File: src/rtl/scan_ctrl_pkg.sv
`default_nettype none
// ============================================================================
//  Module      : scan_pkg
//  Description : Shared types, constants and helpers for the multiplexed
//                digit scanner (scan_ctrl and its slot timer).
//  Revision    : 1.0  initial release
// ============================================================================
package scan_pkg;

   // Scanner FSM: dark/idle, blanked slot lead-in, digit driven.
   typedef enum logic [1:0] {
      IDLE  = 2'd0,
      GAP   = 2'd1,
      DRIVE = 2'd2
   } scan_state_t;

   // Width of the digit select bus (feeds a 4:16 decoder).
   localparam int SEL_W = 4;

   // Largest supported digit count and the matching word width.
   localparam int MAX_DIGITS = 16;
   localparam int WORD_MAX_W = 4 * MAX_DIGITS;

   // Default parameter values for the scanner.
   localparam int DEF_NUM_DIGITS = 8;
   localparam int DEF_TICK_DIV   = 50000;
   localparam int DEF_GAP        = 4;

   // True when digit idx must be suppressed as a leading zero: blanking is
   // enabled, idx is not the least significant digit, and every digit from
   // idx upward is zero. The word is zero-extended by the caller, so digits
   // beyond the configured count read as zero and do not disturb the result.
   function automatic logic lead_zero_blanked(
      input logic [WORD_MAX_W-1:0] word,
      input logic [SEL_W-1:0]      idx,
      input logic                  enable
   );
      logic upper_zero;
      upper_zero = 1'b1;
      for (int i = 0; i < MAX_DIGITS; i++) begin
         if ((i >= int'(idx)) && (word[4*i +: 4] != 4'h0)) begin
            upper_zero = 1'b0;
         end
      end
      return enable && (idx != '0) && upper_zero;
   endfunction

endpackage : scan_pkg
`default_nettype wire

File: src/rtl/scan_ctrl_if.sv
`default_nettype none
// ============================================================================
//  Module      : scan_ctrl_if
//  Description : Valid/ready update channel carrying a new digit word into
//                the scanner's one-deep pending buffer.
//  Revision    : 1.0  initial release
// ============================================================================
interface scan_ctrl_if
   import scan_pkg::*;
#(
   parameter int NUM_DIGITS = DEF_NUM_DIGITS
);

   logic                    updValid;  // new digit word offered
   logic [4*NUM_DIGITS-1:0] updData;   // digit i in bits [4i+3:4i]
   logic                    updReady;  // pending buffer empty

   // Producer of digit words.
   modport master (
      output updValid,
      output updData,
      input  updReady
   );

   // Scanner side.
   modport slave (
      input  updValid,
      input  updData,
      output updReady
   );

endinterface : scan_ctrl_if
`default_nettype wire

File: src/rtl/scan_ctrl_slot_timer.sv
`default_nettype none
// ============================================================================
//  Module      : slot_timer
//  Description : Per-digit slot counter. Counts 0..TICK_DIV-1 while run is
//                high and flags the end of the blanked lead-in and the end
//                of the slot. Held at zero whenever run is low.
//  Revision    : 1.0  initial release
// ============================================================================
module slot_timer
   import scan_pkg::*;
#(
   parameter int TICK_DIV = DEF_TICK_DIV,  // cycles per slot, >= GAP+2
   parameter int GAP      = DEF_GAP        // blanked lead-in cycles, >= 1
) (
   input  logic clk,
   input  logic resetL,
   input  logic run,
   output logic gapDone,
   output logic slotEnd
);

   localparam int CNT_W = $clog2(TICK_DIV);
   localparam logic [CNT_W-1:0] GAP_LAST  = CNT_W'(GAP - 1);
   localparam logic [CNT_W-1:0] SLOT_LAST = CNT_W'(TICK_DIV - 1);

   logic [CNT_W-1:0] count_q;
   logic [CNT_W-1:0] count_d;

   // Next count: wrap at the slot end, clear whenever scanning is stopped.
   always_comb begin
      count_d = '0;
      if (run) begin
         count_d = (count_q == SLOT_LAST) ? '0 : count_q + 1'b1;
      end
   end

   // Counter register.
   always_ff @(posedge clk or negedge resetL) begin
      if (!resetL) begin
         count_q <= '0;
      end else begin
         count_q <= count_d;
      end
   end

   // Last lead-in cycle and last cycle of the slot.
   assign gapDone = run && (count_q == GAP_LAST);
   assign slotEnd = run && (count_q == SLOT_LAST);

endmodule : slot_timer
`default_nettype wire

File: src/rtl/scan_ctrl.sv
`default_nettype none
// ============================================================================
//  Module      : scan_ctrl
//  Description : Multiplexed hex-digit display scanner. Walks the digit index
//                once per slot, blanks the start of every slot against
//                ghosting, suppresses leading zeros on request and takes new
//                digit words through a one-deep buffer that is committed to
//                the displayed word only at frame boundaries.
//  Revision    : 1.0  initial release
// ============================================================================
module scan_ctrl
   import scan_pkg::*;
#(
   parameter int NUM_DIGITS = DEF_NUM_DIGITS,  // digits per frame, 2..16
   parameter int TICK_DIV   = DEF_TICK_DIV,    // cycles per slot, >= GAP+2
   parameter int GAP        = DEF_GAP          // blanked lead-in cycles, >= 1
) (
   input  logic             clk,
   input  logic             resetL,
   input  logic             scanEnable,
   input  logic             blankLeadZero,
   scan_ctrl_if.slave       upd,
   output logic [SEL_W-1:0] digitSel,
   output logic             decEnable,
   output logic [3:0]       hexOut,
   output logic             frameStart
);

   localparam int              DATA_W   = 4 * NUM_DIGITS;
   localparam logic [SEL_W-1:0] LAST_IDX = SEL_W'(NUM_DIGITS - 1);

   // ---------------------------------------------------------------------
   // State
   // ---------------------------------------------------------------------
   scan_state_t       state_q,     state_d;
   logic [SEL_W-1:0]  index_q,     index_d;
   logic              fs_q,        fs_d;         // frameStart output flop
   logic [DATA_W-1:0] active_q,    active_d;     // word being displayed
   logic [DATA_W-1:0] pend_q,      pend_d;       // buffered next word
   logic              upd_ready_q, upd_ready_d;  // high = buffer empty
   logic [SEL_W-1:0]  sel_q,       sel_d;
   logic              dec_en_q,    dec_en_d;
   logic [3:0]        hex_q,       hex_d;

   logic w_run;
   logic w_gap_done;
   logic w_slot_end;

   // The slot counter only advances once the FSM has left IDLE, so the first
   // slot after enabling starts from count 0 and a disable clears it at once.
   assign w_run = (state_q != scan_pkg::IDLE) && scanEnable;

   slot_timer #(
      .TICK_DIV (TICK_DIV),
      .GAP      (GAP)
   ) u_slot_timer (
      .clk     (clk),
      .resetL  (resetL),
      .run     (w_run),
      .gapDone (w_gap_done),
      .slotEnd (w_slot_end)
   );

   // Scan sequencing: next state, next digit index and the frame pulse.
   always_comb begin
      state_d = state_q;
      index_d = index_q;
      fs_d    = 1'b0;
      if (!scanEnable) begin
         state_d = scan_pkg::IDLE;
         index_d = '0;
      end else begin
         case (state_q)
            scan_pkg::IDLE: begin
               state_d = scan_pkg::GAP;
               index_d = '0;
               fs_d    = 1'b1;
            end
            scan_pkg::GAP: begin
               if (w_gap_done) begin
                  state_d = scan_pkg::DRIVE;
               end
            end
            scan_pkg::DRIVE: begin
               if (w_slot_end) begin
                  state_d = scan_pkg::GAP;
                  if (index_q == LAST_IDX) begin
                     index_d = '0;
                     fs_d    = 1'b1;
                  end else begin
                     index_d = index_q + 1'b1;
                  end
               end
            end
            default: begin
               state_d = scan_pkg::IDLE;
               index_d = '0;
            end
         endcase
      end
   end

   // Word buffering. The commit to the displayed word happens in the cycle
   // the frame pulse is visible, so a word accepted in that same cycle
   // lands in the (then empty) buffer and waits for the following frame.
   always_comb begin
      active_d    = active_q;
      pend_d      = pend_q;
      upd_ready_d = upd_ready_q;
      if (fs_q && !upd_ready_q) begin
         active_d    = pend_q;
         upd_ready_d = 1'b1;
      end
      if (upd.updValid && upd_ready_q) begin
         pend_d      = upd.updData;
         upd_ready_d = 1'b0;
      end
   end

   // Output decode from the next-cycle state so every output is a flop that
   // changes on the same edge as the state it reflects.
   always_comb begin
      sel_d    = '0;
      dec_en_d = 1'b0;
      hex_d    = 4'h0;
      if (state_d != scan_pkg::IDLE) begin
         sel_d = index_d;
         for (int i = 0; i < NUM_DIGITS; i++) begin
            if (index_d == SEL_W'(i)) begin
               hex_d = active_d[4*i +: 4];
            end
         end
         dec_en_d = (state_d == scan_pkg::DRIVE) &&
                    !lead_zero_blanked(WORD_MAX_W'(active_d), index_d, blankLeadZero);
      end
   end

   // State, buffer and output registers.
   always_ff @(posedge clk or negedge resetL) begin
      if (!resetL) begin
         state_q     <= scan_pkg::IDLE;
         index_q     <= '0;
         fs_q        <= 1'b0;
         active_q    <= '0;
         pend_q      <= '0;
         upd_ready_q <= 1'b1;
         sel_q       <= '0;
         dec_en_q    <= 1'b0;
         hex_q       <= 4'h0;
      end else begin
         state_q     <= state_d;
         index_q     <= index_d;
         fs_q        <= fs_d;
         active_q    <= active_d;
         pend_q      <= pend_d;
         upd_ready_q <= upd_ready_d;
         sel_q       <= sel_d;
         dec_en_q    <= dec_en_d;
         hex_q       <= hex_d;
      end
   end

   assign digitSel     = sel_q;
   assign decEnable    = dec_en_q;
   assign hexOut       = hex_q;
   assign frameStart   = fs_q;
   assign upd.updReady = upd_ready_q;

endmodule : scan_ctrl
`default_nettype wire

File: src/flat_wrapper.sv
// flat-port wrapper written by rule: the top's interface ports become plain ports
module scan_ctrl_flat import scan_pkg::*;
#(
   parameter int NUM_DIGITS = DEF_NUM_DIGITS,                            
   parameter int TICK_DIV   = DEF_TICK_DIV,                                
   parameter int GAP        = DEF_GAP                                         
)
  (clk, resetL, scanEnable, blankLeadZero, digitSel, decEnable, hexOut, frameStart, upd_updValid, upd_updData, upd_updReady);
  scan_ctrl_if #(.NUM_DIGITS(NUM_DIGITS)) upd_i ();
  input  logic clk;
  input  logic resetL;
  input  logic scanEnable;
  input  logic blankLeadZero;
  output logic [SEL_W-1:0] digitSel;
  output logic decEnable;
  output logic [3:0] hexOut;
  output logic frameStart;
  input wire logic [$bits(upd_i.updValid)-1:0] upd_updValid;
  input wire logic [$bits(upd_i.updData)-1:0] upd_updData;
  output wire logic [$bits(upd_i.updReady)-1:0] upd_updReady;
  assign upd_i.updValid = upd_updValid;
  assign upd_i.updData = upd_updData;
  assign upd_updReady = upd_i.updReady;
  scan_ctrl #(.NUM_DIGITS(NUM_DIGITS), .TICK_DIV(TICK_DIV), .GAP(GAP)) u_core (.clk(clk), .resetL(resetL), .scanEnable(scanEnable), .blankLeadZero(blankLeadZero), .upd(upd_i), .digitSel(digitSel), .decEnable(decEnable), .hexOut(hexOut), .frameStart(frameStart));
endmodule
File: config.mk
export PLATFORM = sky130hd
export DESIGN_NAME = scan_ctrl_flat
export DESIGN_NICKNAME = d
export VERILOG_FILES = /design/src/rtl/scan_ctrl_pkg.sv /design/src/rtl/scan_ctrl_if.sv /design/src/rtl/scan_ctrl_slot_timer.sv /design/src/rtl/scan_ctrl.sv /design/src/flat_wrapper.sv
export SDC_FILE = /design/constraint.sdc
export NUM_CORES = 1
export LEC_CHECK = 0
export ABC_AREA = 1
export CORE_ASPECT_RATIO = 0.75
export CORE_MARGIN = 2
export CORE_UTILIZATION = 51
export CTS_CLUSTER_DIAMETER = 100
export DETAILED_ROUTE_END_ITERATION = 10
export HOLD_SLACK_MARGIN = 0.06
export PLACE_DENSITY = 0.7
export RECOVER_POWER = 25
export SLEW_MARGIN = 20
export SYNTH_ARGS = -nofsm -noshare
export SYNTH_HDL_FRONTEND = slang
export SYNTH_SLANG_ARGS = --single-unit
File: constraint.sdc
create_clock -name clk -period 3.7 [get_ports clk]
set_clock_uncertainty 0.1 [all_clocks]
set_input_delay 0.37 -clock clk [delete_from_list [all_inputs] [get_ports clk]]
set_output_delay 0.37 -clock clk [all_outputs]
set_load 0.1 [all_outputs]
==> flow_metrics.py <==
metrics = {
    "global_routing": {
        "grt_max_degree": 43,
        "grt_pass1_wl_mm": 16.1,
        "antenna_found_initial": 0,
        "gr-total-overflow": 0,
        "met3_usage": 0.0503,
        "busiest_layer": "met1",
        "grt_use_total": 0.208,
        "use_met1": 0.311,
        "use_met2": 0.304,
        "grt_pass1_vias": 3224,
    },
    "clock_tree": {
        "postCtsSetupBuffers": 0,
        "cts-htree-levels": 3,
        "hold_buffers": 1,
        "cts_buffer_depth": 2,
        "root_buffer": "clkbuf_16",
        "cts_buffers": 9,
        "worstSkewPairLatency_ps": 340,
        "cts_sinks": 97,
        "cts_resized": 0,
        "cts_tree": "built",
        "clk_pin_slew_ps": 60,
    },
    "min_path": {
        "hold_class": "flop to flop",
        "worstHoldEndpoint": "u_core.u_slot_timer.count_q[0]",
        "hold_start": "u_core.u_slot_timer.count_q[0]",
        "holdPathStages": 1,
    },
    "synthesis": {
        "yosysTopAreaCell": "dfrtp_1",
        "synth_cell_type_count": 43,
        "synth_ff_type": "dfrtp_1",
        "yosys_warnings": 0,
        "synthTopCellsByArea": "dfrtp_1 52%, mux2_2 11%, nand2_1 6.4%",
        "synth_edf_count": 0,
        "avgSynthCellArea_um2": 9.92,
        "synth_seq_area_share": 0.525,
        "synth_area_um2": 4620,
        "synth-seq-cells": 97,
        "async_reset_ff_frac": 1.00,
        "syn_inst": 466,
        "yosysTopAreaCellShare": 0.520,
        "syn-num-nets": 509,
    },
    "placed_design": {
        "routabilityCongestion": 0.922,
        "portBuffers": 47,
        "dp_hpwl_mm": 6.91,
    },
    "critical_path": {
        "crit_buf_inv": 3,
        "crit_cells": 11,
        "required_ps": 3820,
        "worstReg2RegStart": "u_core.upd.updReady",
        "cp_max_fo": 41,
        "rr_worst_depth": 11,
        "cp_cell_sequence": "inv_1 -> nand2_1 -> buf_4 -> mux2i_1 -> inv_1 -> nor4_1 -> o22ai_1 -> nand2_1 -> o21ai_1 -> nor2_1 -> a21oi_1",
        "critPathCaptureType": "flop",
        "cpPeakStageDelay_ps": 530,
        "worstSetupPathType": "flop to flop",
        "reg2reg_to": "u_core.decEnable",
        "r2r_slack_ps": 1020,
        "arrival_ps": 2800,
        "start_kind": "flop",
        "cpMaxStageDelayCell": "dfstp_1",
        "cp_top_family": "simple AND/OR/NAND/NOR gates",
    },
    "drt": {
        "drt_iter0_drc": 235,
        "wl_per_cell_um": 15.1,
        "antenna_left": 0,
        "num_vias": 3379,
        "vias_per_cell": 5.32,
        "wirelength_mm": 9.59,
        "drc": 0,
        "dr.pass1.iters": 5,
    },
    "final_layout": {
        "area_growth_pct": 19.6,
        "nNetsFinal": 563,
        "diodes": 0,
        "layout_commonest_cell": "dfrtp_1",
        "nFillCells": 730,
        "drive_above_1_share": 0.187,
        "most-common-layout-cells": "96 x dfrtp_1, 79 x nand2_1, 52 x inv_1",
    },
    "floorplanning": {
        "core_um2": 8930,
        "die_w_um": 114,
        "die_y_um": 86.5,
        "io_pins": 48,
        "initial_core_util": 0.518,
        "design.die.area_um2": 9850,
        "num_rows": 30,
    },
    "sta": {
        "max_slew_margin": -0.168,
        "rsz0062_at_grt": "no",
        "hold_violations": 0,
        "drv_slew": 33,
        "hold_ws_ps": 378,
        "max_freq_ghz": 0.373,
        "tns_ps": 0,
        "fin_crit_sh": 0.725,
        "setup_violations": 0,
        "tightestPinTransition_ps": 1750,
        "period_needed_ps": 2680,
    },
    "pwr": {
        "vdd_drop_max_mv": 0.356,
        "power_density_nw_per_um2": 566,
        "leakagePower_nw": 2.54,
        "p_switching_mw": 0.897,
        "p_int_mw": 2.23,
        "pwr-share-seq": 0.462,
        "p_comb_frac": 0.233,
        "clock_power_share": 0.305,
        "switching_share": 0.287,
    },
    "flow_run": {
        "drv_cap": 1,
    },
    "status": {
        "violations": "capacitance limit, slew limit",
        "status": "finished with violations",
    },
}
-- logic make-up (layout without fill, tap and decap cells) --
| logic type | Yosys count | in the layout | share of synthesized area |
|---|---|---|---|
| DFF | 97 | 97 | 0.525 |
| and+or+nand+nor | 198 | 198 | 0.214 |
| adders and majority gates | 6 | 6 | 0.0162 |
| buffers and inverters | 66 | 123 | 0.0549 |
| xor gates and xnor gates | 4 | 4 | 0.00758 |
| muxes | 54 | 54 | 0.130 |
| AOI/OAI and AO/OA | 41 | 41 | 0.0528 |
-- metal layers --
metal,part of all wire,vias to the layer above
met5,0,-
met4,0.012,0
met3,0.056,10
met2,0.43,117
met1,0.50,1620
li1,-,1632
-- how the worst max path moves through the flow --
stage                   startpoint                 to  slack, ps
2_1_floorplan  u_core.upd.updReady   u_core.decEnable       1160
3_3_place_gp            scanEnable   u_core.hexOut[0]       1030
3_5_place_dp            scanEnable   u_core.hexOut[1]       1020
4_1_cts        u_core.upd.updReady   u_core.decEnable       1080
5_1_grt               upd_updValid  u_core.pend_q[12]        860
6_report       u_core.upd.updReady   u_core.decEnable       1020
-- cell type report --
cell class	count	area, µm²	share of cell area
Inverter	57	214	0.0387
Tap cell	112	140	0.0254
Clock buffer	11	233	0.0421
Multi-Input combinational cell	303	1940	0.351
Sequential cell	97	2430	0.439
Clock inverter	3	67.6	0.0122
Timing Repair Buffer	52	504	0.0912
-- state kept, by name (all words and copies together), names as in the netlist --
signal                       count
u_core.hexOut                    4
u_core.upd.updReady              1
u_core.digitSel                  4
u_core.index_q                   4
u_core.frameStart                1
u_core.decEnable                 1
u_core.pend_q                   32
u_core.u_slot_timer.count_q     16
u_core.state_q                   2
u_core.active_q                 32
-- cells in the mapped netlist, drive strengths merged, types with 5 or more instances --
library cell and n:
nor3 12, ha 6, nand2 92, inv 56, mux2 47, a21oi 15
nor4 8, nor3b 5, mux2i 7, nor2 51, o21ai 16, dfrtp 96
buf 8, nand3 20, nand4 8
-- per-stage QoR --
stage          cell area [µm²]  instances  power (mW)  setup WS, ps  utilization
2_1_floorplan             4620        466        1.94          1160            -
3_3_place_gp              5220        620        2.16          1030        0.584
3_5_place_dp              5220        620        2.19          1020        0.584
4_1_cts                   5530        635        3.16          1080        0.619
5_1_grt                   5530        635        3.30           864        0.619
6_report                  5530        635        3.13          1020        0.619
-- power by group through the flow --
stage          combinational [mW]  sequential, mW  clock, mW
2_1_floorplan               0.431            1.51          0
3_3_place_gp                0.706            1.45          0
3_5_place_dp                0.722            1.46          0
4_1_cts                     0.731            1.45      0.979
5_1_grt                     0.801            1.47       1.02
6_report                    0.728            1.44      0.954
Power figures use the tool's default switching activity.
